File: config.mk
export PLATFORM = sky130hd
export DESIGN_NAME = data_memory_ctrl
export DESIGN_NICKNAME = d
export VERILOG_FILES = /design/src/rtl/data_memory_ctrl.sv
export SDC_FILE = /design/constraint.sdc
export NUM_CORES = 1
export LEC_CHECK = 0
export CORE_AREA = 3 3 250 252
export DETAILED_ROUTE_END_ITERATION = 12
export DIE_AREA = 0 0 253 255
export GPL_TIMING_DRIVEN = 0
export SYNTH_ARGS = -nofsm -noshare
export SYNTH_HDL_FRONTEND = slang
export SYNTH_SLANG_ARGS = --single-unit
File: constraint.sdc
create_clock -name clk -period 4.1 [get_ports clk]
set_clock_uncertainty 0.2 [all_clocks]
set_input_delay 1.23 -clock clk [delete_from_list [all_inputs] [get_ports clk]]
set_output_delay 1.23 -clock clk [all_outputs]
set_load 0.02 [all_outputs]
File: src/rtl/data_memory_ctrl.sv
// Byte-addressable data memory for the 16-bit core: valid/ready requests, byte/word access,
// registered load data with a valid strobe, fault reporting and a post-reset clear sequence.
module data_memory_ctrl #(
  parameter int DATA_WIDTH = 16,
  parameter int ADDR_WIDTH = 16,
  parameter int DEPTH      = 32
) (
  input  logic                  clk,
  input  logic                  rst,
  input  logic                  MEMORY_REQ_VALID,
  output logic                  MEMORY_REQ_READY,
  input  logic                  MEMORY_WRITE_ENABLE,
  input  logic                  MEMORY_ACCESS_SIZE,
  input  logic                  MEMORY_READ_SIGNED,
  input  logic [ADDR_WIDTH-1:0] MEMORY_ACCESS_ADDR,
  input  logic [DATA_WIDTH-1:0] MEMORY_WRITE_DATA,
  output logic [DATA_WIDTH-1:0] MEMORY_READ_DATA,
  output logic                  MEMORY_READ_VALID,
  output logic                  MEMORY_ERROR,
  output logic                  MEMORY_INIT_DONE
);

  localparam int L  = DATA_WIDTH / 8;
  localparam int LB = $clog2(L);
  localparam int IW = (DEPTH > 1) ? $clog2(DEPTH) : 1;
  // One bit wider than the address so a span of 2**ADDR_WIDTH cannot wrap to zero
  localparam logic [ADDR_WIDTH:0] SPAN = (ADDR_WIDTH + 1)'(DEPTH * L);

  typedef enum logic [0:0] {
    ST_INIT = 1'b0,
    ST_IDLE = 1'b1
  } state_t;

  state_t                state_r;
  logic [IW-1:0]         ptr_r;
  logic                  ready_r;
  logic [DATA_WIDTH-1:0] rdata_r;
  logic                  rvalid_r;
  logic                  err_r;
  logic                  done_r;
  logic [DATA_WIDTH-1:0] mem_r [DEPTH];

  logic                  accept_s;
  logic [LB-1:0]         lane_s;
  logic [IW-1:0]         idx_s;
  logic                  oor_s;
  logic                  misal_s;
  logic                  fault_s;
  logic [DATA_WIDTH-1:0] rd_word_s;
  logic [7:0]            rd_byte_s;
  logic [DATA_WIDTH-1:0] load_data_s;
  logic [DATA_WIDTH-1:0] merge_s;
  logic                  wr_en_s;
  logic [IW-1:0]         wr_idx_s;
  logic [DATA_WIDTH-1:0] wr_data_s;

  assign MEMORY_REQ_READY  = ready_r;
  assign MEMORY_READ_DATA  = rdata_r;
  assign MEMORY_READ_VALID = rvalid_r;
  assign MEMORY_ERROR      = err_r;
  assign MEMORY_INIT_DONE  = done_r;

  // Request decode: word/lane split, fault detection and addressed-word read
  always_comb begin
    accept_s  = MEMORY_REQ_VALID & ready_r;
    lane_s    = MEMORY_ACCESS_ADDR[LB-1:0];
    idx_s     = MEMORY_ACCESS_ADDR[LB +: IW];
    oor_s     = ({1'b0, MEMORY_ACCESS_ADDR} >= SPAN);
    misal_s   = MEMORY_ACCESS_SIZE & (lane_s != {LB{1'b0}});
    fault_s   = oor_s | misal_s;
    rd_word_s = mem_r[idx_s];
    rd_byte_s = 8'h00;
    merge_s   = rd_word_s;
    for (int i = 0; i < L; i++) begin
      rd_byte_s = rd_byte_s | ((lane_s == LB'(i)) ? rd_word_s[i*8 +: 8] : 8'h00);
      merge_s[i*8 +: 8] = (lane_s == LB'(i)) ? MEMORY_WRITE_DATA[7:0] : rd_word_s[i*8 +: 8];
    end
    if (MEMORY_ACCESS_SIZE) begin
      load_data_s = rd_word_s;
    end else begin
      load_data_s = {{(DATA_WIDTH-8){MEMORY_READ_SIGNED & rd_byte_s[7]}}, rd_byte_s};
    end
  end

  // Array write port: clear pointer during INIT, otherwise accepted non-faulted stores
  always_comb begin
    if (state_r == ST_INIT) begin
      wr_en_s   = 1'b1;
      wr_idx_s  = ptr_r;
      wr_data_s = {DATA_WIDTH{1'b0}};
    end else begin
      wr_en_s   = accept_s & MEMORY_WRITE_ENABLE & ~fault_s;
      wr_idx_s  = idx_s;
      wr_data_s = MEMORY_ACCESS_SIZE ? MEMORY_WRITE_DATA : merge_s;
    end
  end

  // Memory array update
  always_ff @(posedge clk) begin
    if (wr_en_s) begin
      mem_r[wr_idx_s] <= wr_data_s;
    end
  end

  // Control FSM with registered handshake, load result and fault pulses
  always_ff @(posedge clk or posedge rst) begin
    if (rst) begin
      state_r  <= ST_INIT;
      ptr_r    <= {IW{1'b0}};
      ready_r  <= 1'b0;
      rdata_r  <= {DATA_WIDTH{1'b0}};
      rvalid_r <= 1'b0;
      err_r    <= 1'b0;
      done_r   <= 1'b0;
    end else begin
      case (state_r)
        ST_INIT: begin
          rvalid_r <= 1'b0;
          err_r    <= 1'b0;
          ptr_r    <= ptr_r + IW'(1);
          if (ptr_r == IW'(DEPTH - 1)) begin
            state_r <= ST_IDLE;
            ready_r <= 1'b1;
            done_r  <= 1'b1;
          end
        end
        ST_IDLE: begin
          rvalid_r <= accept_s & ~MEMORY_WRITE_ENABLE;
          err_r    <= accept_s & fault_s;
          if (accept_s && !MEMORY_WRITE_ENABLE) begin
            rdata_r <= fault_s ? {DATA_WIDTH{1'b0}} : load_data_s;
          end
        end
        default: begin
          state_r <= ST_INIT;
          ptr_r   <= {IW{1'b0}};
          ready_r <= 1'b0;
          done_r  <= 1'b0;
        end
      endcase
    end
  end

endmodule

==> reports/qor.yml, run 1 <==
sta:
  slew-limit-headroom_pct: 17.9
  setup_viol_count_final: 44
  fin_crit_ns: 4.16
  finalHoldViolCount: 0
  finalSetupTns_ns: -1.01
  rsz0062_at_grt: "true"
  period_share_pct: 101
  slew_viol_final: 0
  worst_pin_slew_ns: 1.23
  setup_ws_ns: -0.0607
  clock.fmax_mhz: 240
clock_network:
  cts_tree: "done"
  clock-sinks: 537
  cts_max_level: 2
  path_clk_slew_ns: 0.06
  cts_root_buffer: "clkbuf_16"
  clk-insertion-delay-late_ns: 0.61
  postCtsHoldBufs: 0
  clockBufferDepth: 3
  cts_made_buffers: 54
drt:
  route.vias.total: 11800
  wl_mm: 60.9
  via_per_inst: 5.72
  drc: 0
  dr.pass1.iters: 6
  antenna_left: 0
  wl_per_cell_um: 29.4
  drt-initial-drc-count: 1732
final_layout:
  multi_input_area_sq_mm: 0.00546
  regArea_sq_mm: 0.0160
  area_growth_pct: 26.2
  diodes: 0
  num-fill-cells: 5119
  fin_cells: 2069
  nNetsFinal: 1283
  drive_gt1_share_pct: 34.4
yosys:
  synthTopCellsByArea: "edfxtp_1 (73%), mux4_2 (13%), dfrtp_1 (3.0%)"
  syn_avg_cell_area_sq_um: 20.6
  synth_top_area_share_pct: 72.8
  synth_cell_types: 42
  synth-seq-cells: 537
  syn_nets: 1066
  synth-seq-area-share_pct: 75.8
  synth_top_area_cell: "edfxtp_1"
  ys.warnings.count: 0
  syn-instance-count: 1026
  syn_area_sq_mm: 0.0211
floorplanning:
  die_width_um: 253
  rows: 90
  die_area_sq_mm: 0.0645
  fp.dieH_um: 255
  core_sq_mm: 0.0604
  pin_count: 58
  start_util_pct: 35.0
global_route:
  grt_pass1_vias: 11500
  grt_pass1_wl_mm: 84.4
  gr-total-overflow: 0
  gr-usage-met2_pct: 27.9
  antenna_found_initial: 0
  grt_max_degree: 33
  met1_usage_pct: 25.5
  grt_util_met3_pct: 5.94
  grt_usage_pct: 18.5
  top_usage_layer: "met2"
power_and_ir_drop:
  vdd_drop_max_uv: 330
  powerDensity_mw_per_mm2: 446
  leakagePower_nw: 8.59
hold_path:
  min_to: "MEMORY_READ_DATA[0]"
  holdPathStages: 2
  worstHoldStart: "MEMORY_READ_DATA[0]"
  min_path_type: "register to register"
setup_path:
  reg2reg_depth: 6
  critical_path.max_fanout: 10
  crit_path_start_kind: "input port"
  cp.required_ns: 4.25
  worstPathArrival_ns: 4.31
  r2r_slack_ns: 0.93
  critical_path_class: "input port to register"
  r2r_start: "state_r"
  r2r-end: "mem_r[2][5]"
  cp-end-kind: "register"
place:
  dp_hpwl_mm: 39.2
  numPortBuffers: 55
  placed_cells: 1900
  gp_congestion: 0.863
run_status:
  status: "finished, violations left"
  violations: "setup timing"
flow_run:
  maxCapViolCount: 0
-- cell usage after synthesis (all sizes together) --
cell    instances
o211a           1
and2            1
xnor2           3
buf            36
a21o            1
edfxtp        512
or3b            3
nand3b          5
nor4            9
mux4          126
and3            2
nand3           4
a211oi         10
clkbuf         21
o31ai           1
o32a            1
a22oi          16
a22o            8
or3             2
inv             4
nor2           53
nor2b           4
o21ai          19
dfrtp          25
ha              2
o21a            1
o22ai          28
a21oi          24
mux2            4
nand2b          4
a41oi           1
or2             2
nand2          42
or4             2
mux2i          48
a221oi          1
-- sequential cells by signal, indices dropped and copies added (netlist names) --
name,flops
ptr_r,5
MEMORY_READ_DATA,16
MEMORY_ERROR,1
mem_r,512
MEMORY_READ_VALID,1
state_r,1
MEMORY_INIT_DONE,1
-- how the worst max path moves through the flow --
stage                                 from            end  cells past startpoint
floorplan            MEMORY_ACCESS_ADDR[1]    mem_r[0][7]                      8
global placement     MEMORY_ACCESS_ADDR[3]  mem_r[17][10]                      8
detailed placement   MEMORY_ACCESS_ADDR[3]  mem_r[17][10]                      8
CTS                 MEMORY_ACCESS_ADDR[15]    mem_r[3][5]                      8
global route         MEMORY_ACCESS_ADDR[5]  mem_r[26][13]                      9
finish               MEMORY_ACCESS_ADDR[3]  mem_r[23][11]                      9
-- power breakdown --
part / switching [mW] / internal (mW) / leakage (nW)
Sequential: 0.00195 / 6.08 / 4.91
Combinational: 0.545 / 0.336 / 2.83
Clock: 2.10 / 2.81 / 0.856
Total: 2.65 / 9.22 / 8.59
-- repair_timing --
item                       4_1_cts  5_1_grt
buffers inserted                29       33
gates cloned                     7        0
gates resized for setup         71       23
pin swaps                       17       27
setup endpoints to repair      922      580
-- routing by layer --
metal | wire [um] | share of wire, % | vias to the layer above
met2 | 27300 | 45 | 736
met1 | 23800 | 39 | 6237
met3 | 7310 | 12 | 131
met5 | 0 | 0 | -
li1 | - | - | 4723
met4 | 2430 | 4.0 | 0
-- per-stage QoR --
step | hold WS (ns) | util, % | setup WS (ns) | power (mW) | cell area, sq um
final | 0.299 | 44.2 | -0.0607 | 11.9 | 26700
after global routing | 0.328 | 44.2 | -0.0316 | 12.2 | 26700
after CTS | 0.300 | 43.2 | -0.0718 | 11.9 | 26100
after detailed placement | 0.280 | 39.0 | -2.40 | 6.93 | 23600
after global placement | 0.283 | 37.6 | -2.23 | 6.87 | 22700
after floorplan | 0.266 | - | 0.146 | 6.61 | 21200
-- critical path, stage by stage --
cell and delay, ns:
clkdlybuf4s50_1 0.65, buf_2 0.36, clkbuf_4 0.35, mux4_2 0.36
o22ai_1 0.49, nor4_4 0.14, mux2i_2 0.36, a21oi_2 0.12
buf_4 0.22
-- cells by family after synthesis --
logic type / Yosys count / synth area share, %
AOI/OAI and AO/OA: 112 / 3.50
adders and majority gates: 2 / 0.119
muxes: 178 / 15.9
DFF: 537 / 75.8
xor gates and xnor gates: 3 / 0.124
buffers and inverters: 61 / 1.64
and+or+nand+nor: 133 / 2.90
-- cell usage in the layout (no fill, tap or decap), types with 6 or more instances in the layout --
cell type / count
a211oi_4: 6
a21oi_1: 17
a21oi_4: 11
a22o_1: 8
a22oi_1: 15
buf_12: 30
buf_16: 12
buf_2: 15
buf_4: 44
buf_6: 7
buf_8: 25
bufinv_16: 6
clkbuf_1: 23
clkbuf_16: 54
clkdlybuf4s50_1: 55
clkinv_1: 9
clkinv_2: 10
dfrtp_1: 25
edfxtp_1: 512
mux2i_1: 41
mux2i_2: 7
mux4_2: 126
nand2_1: 39
nor2_1: 20
nor2_4: 32
nor4_4: 7
o21ai_0: 11
o21ai_1: 8
o22ai_1: 18
o22ai_2: 10
-- area by class of cell --
class | count | share of cell area, %
Sequential cell | 537 | 60.0
Multi-Input combinational cell | 435 | 20.5
Timing Repair Buffer | 154 | 7.82
Clock buffer | 63 | 5.20
Tap cell | 782 | 3.67
Clock inverter | 37 | 1.40
Buffer | 57 | 1.34
Inverter | 4 | 0.0563
No activity file was read; power rests on OpenSTA's default activity.
==> inputs of run 2 (changes only) <==
==> constraint.sdc (replaced) <==
create_clock -name clk -period 4.1 [get_ports clk]
set_clock_uncertainty 0.2 [all_clocks]
set_input_delay 0.82 -clock clk [delete_from_list [all_inputs] [get_ports clk]]
set_output_delay 0.82 -clock clk [all_outputs]
set_load 0.02 [all_outputs]
==> reports/qor.yml, run 2 (same netlist as run 1, synthesis figures left out) <==
clock_network:
  clk-insertion-delay-late_ns: 0.61  # about the same
  postCtsHoldBufs: 0  # unchanged
  cts_tree: "done"
  clockBufferDepth: 3  # unchanged
  cts_root_buffer: "clkbuf_16"
  cts_made_buffers: 52  # -3.7%
  cts_max_level: 2  # unchanged
  path_clk_slew_ns: 0.06  # about the same
  clock-sinks: 537  # unchanged
floorplanning:
  rows: 90  # unchanged
  core_sq_mm: 0.0604  # unchanged
  fp.dieH_um: 255  # unchanged
  die_area_sq_mm: 0.0645  # unchanged
  pin_count: 58  # unchanged
  die_width_um: 253  # unchanged
  start_util_pct: 35.0  # unchanged
setup_path:
  critical_path.slowest_cell: "clkdlybuf4s50_1"
  worst-path-buf-inv: 5  # +1
  cp-end-kind: "register"
  crit_top_cell: "buf_2"
  crit_path_start_kind: "input port"
  crit_family: "buffers and inverters"
  worstPathArrival_ns: 4.19  # -0.12 ns
  critical_path.max_fanout: 10  # unchanged
  slowest_delay_ns: 0.62  # -0.03 ns
  cp.required_ns: 4.22  # -0.03 ns
  crit_cells: 9  # unchanged
  reg2reg_depth: 6  # unchanged
  crit_chain: "clkdlybuf4s50_1, clkbuf_1, buf_2, buf_2, nand3b_1, o21ai_0, nand2_1, nor2_2, buf_16"
  critical_path_class: "input port to register"
place:
  numPortBuffers: 55  # unchanged
  gp_congestion: 0.793  # -8.1%
  placed_cells: 1908  # +0.42%
  dp_hpwl_mm: 36.7  # -6.4%
final_layout:
  final_common_cell: "edfxtp_1"
  largest_reg_flops: 512  # unchanged
  drive_gt1_share_pct: 28.5  # -5.9 points
  fin_cells: 2009  # -2.9%
  diodes: 0  # unchanged
  largest_register: "mem_r"
  final_util_pct: 42.2  # -1.9 points
  layout_common_cells: "edfxtp_1 (512), mux4_2 (126), clkdlybuf4s50_1 (55)"
  area_growth_pct: 20.8
  num-fill-cells: 5167  # +0.94%
  nNetsFinal: 1224  # -4.6%
hold_path:
  holdPathStages: 2  # unchanged
  min_path_type: "register to register"
drt:
  route.vias.total: 11000  # -7.1%
  drc: 0  # unchanged
  via_per_inst: 5.47  # -4.3%
  wl_mm: 53.7  # -12%
  drt-initial-drc-count: 1064  # -39%
  dr.pass1.iters: 5  # -1
  antenna_left: 0  # unchanged
  wl_per_cell_um: 26.7  # -9.2%
sta:
  slew-limit-headroom_pct: 28.4  # +10 points
  slew_viol_final: 0  # unchanged
  fin_hold_ws_ns: 0.301  # +0.00193 ns
  fin_crit_ns: 4.07  # -0.0915 ns
  rsz0062_at_grt: "true"
  setup_viol_count_final: 0  # -100%
  finalHoldViolCount: 0  # unchanged
  period_share_pct: 99.2  # -2.2 points
  finalSetupTns_ns: 0  # +1.01 ns
  worst_pin_slew_ns: 1.07  # -0.155 ns
  clock.fmax_mhz: 246  # +2.2%
global_route:
  grt_pass1_wl_mm: 77.7  # -7.9%
  antenna_found_initial: 1  # +1
  gr-total-overflow: 0  # unchanged
  grt_max_degree: 33  # unchanged
  grt_pass1_vias: 11200  # -2.5%
  grt_usage_pct: 16.8  # -1.8 points
power_and_ir_drop:
  leakagePower_nw: 8.15  # -5.1%
  powerDensity_mw_per_mm2: 452  # +1.4%
  vdd_drop_max_uv: 268  # -19%
  fin_total_pwr_mw: 11.5  # -3.0%
run_status:
  status: "finished, final reports clean"
flow_run:
  maxCapViolCount: 0  # unchanged
run 2: cell count changes in the layout (fill, tap and decap cells not counted), sizes merged:
cell,before,now
buf,135,84
clkbuf,84,86
clkinv,25,26
bufinv,6,5
a21oi,31,24
inv,7,5
clkinvlp,3,1
run 2: final cells by class:
cell class              instances  area [sq um]  area share, %
repair buffers                104          1420           5.58
inverters                       4          15.0         0.0589
multi-input cells             428          5080           19.9
clock inverters                33           313           1.23
clock buffers                  64          1350           5.28
plain buffers                  57           339           1.33
flip-flops and latches        537         16000           62.7
well taps                     782           978           3.84
run 2: timing repair:
action / CTS / global route
setup buffers: 3 / 1
pin swaps: 2 / 2
endpoints found under the setup margin: 495 / 179
gates resized for setup: 14 / 10
run 2: worst register-to-register path, cell delays in order (launching register included):
cell	delay (ns)
dfrtp_1	0.32
clkbuf_1	0.36
buf_1	0.41
mux2i_1	0.42
nand2_1	0.25
nor2_2	0.68
buf_8	0.24
run 2: where the power goes:
group          switching [mW]  internal, mW  leakage [nW]
sequential           0.000299          6.08          4.91
combinational           0.457         0.295          2.44
clock                    2.03          2.66         0.808
total                    2.49          9.03          8.15
run 2: stage by stage:
step / worst slack (ns) / area, sq um
floorplan: 0.0550 / 21100
global placement: -3.30 / 22600
detailed placement: -1.40 / 23700
CTS: 0.00709 / 25400
global route: -0.0452 / 25500
finish: 0.0309 / 25500
run 2: layer usage:
metal  share of wire (%)  vias to the layer above  global-route usage, %
li1                    -                     4581                      -
met1                  41                     5796                   22.5
met2                  48                      500                   27.6
met3                 7.9                      113                   2.75
met4                 3.4                        0                   6.46
met5                   0                        -                      0
run 2: worst paths after layout:
check                      slack, ns              endpoint                  start
min reg2reg                     0.30  MEMORY_READ_DATA[15]   MEMORY_READ_DATA[15]
max in group asynchronous       2.55              ptr_r[4]                    rst
min                             0.30  MEMORY_READ_DATA[15]   MEMORY_READ_DATA[15]
min in group asynchronous       0.55  MEMORY_READ_DATA[14]                    rst
max reg2reg                     0.92           mem_r[6][2]                state_r
max                             0.03           mem_r[8][9]  MEMORY_ACCESS_ADDR[4]
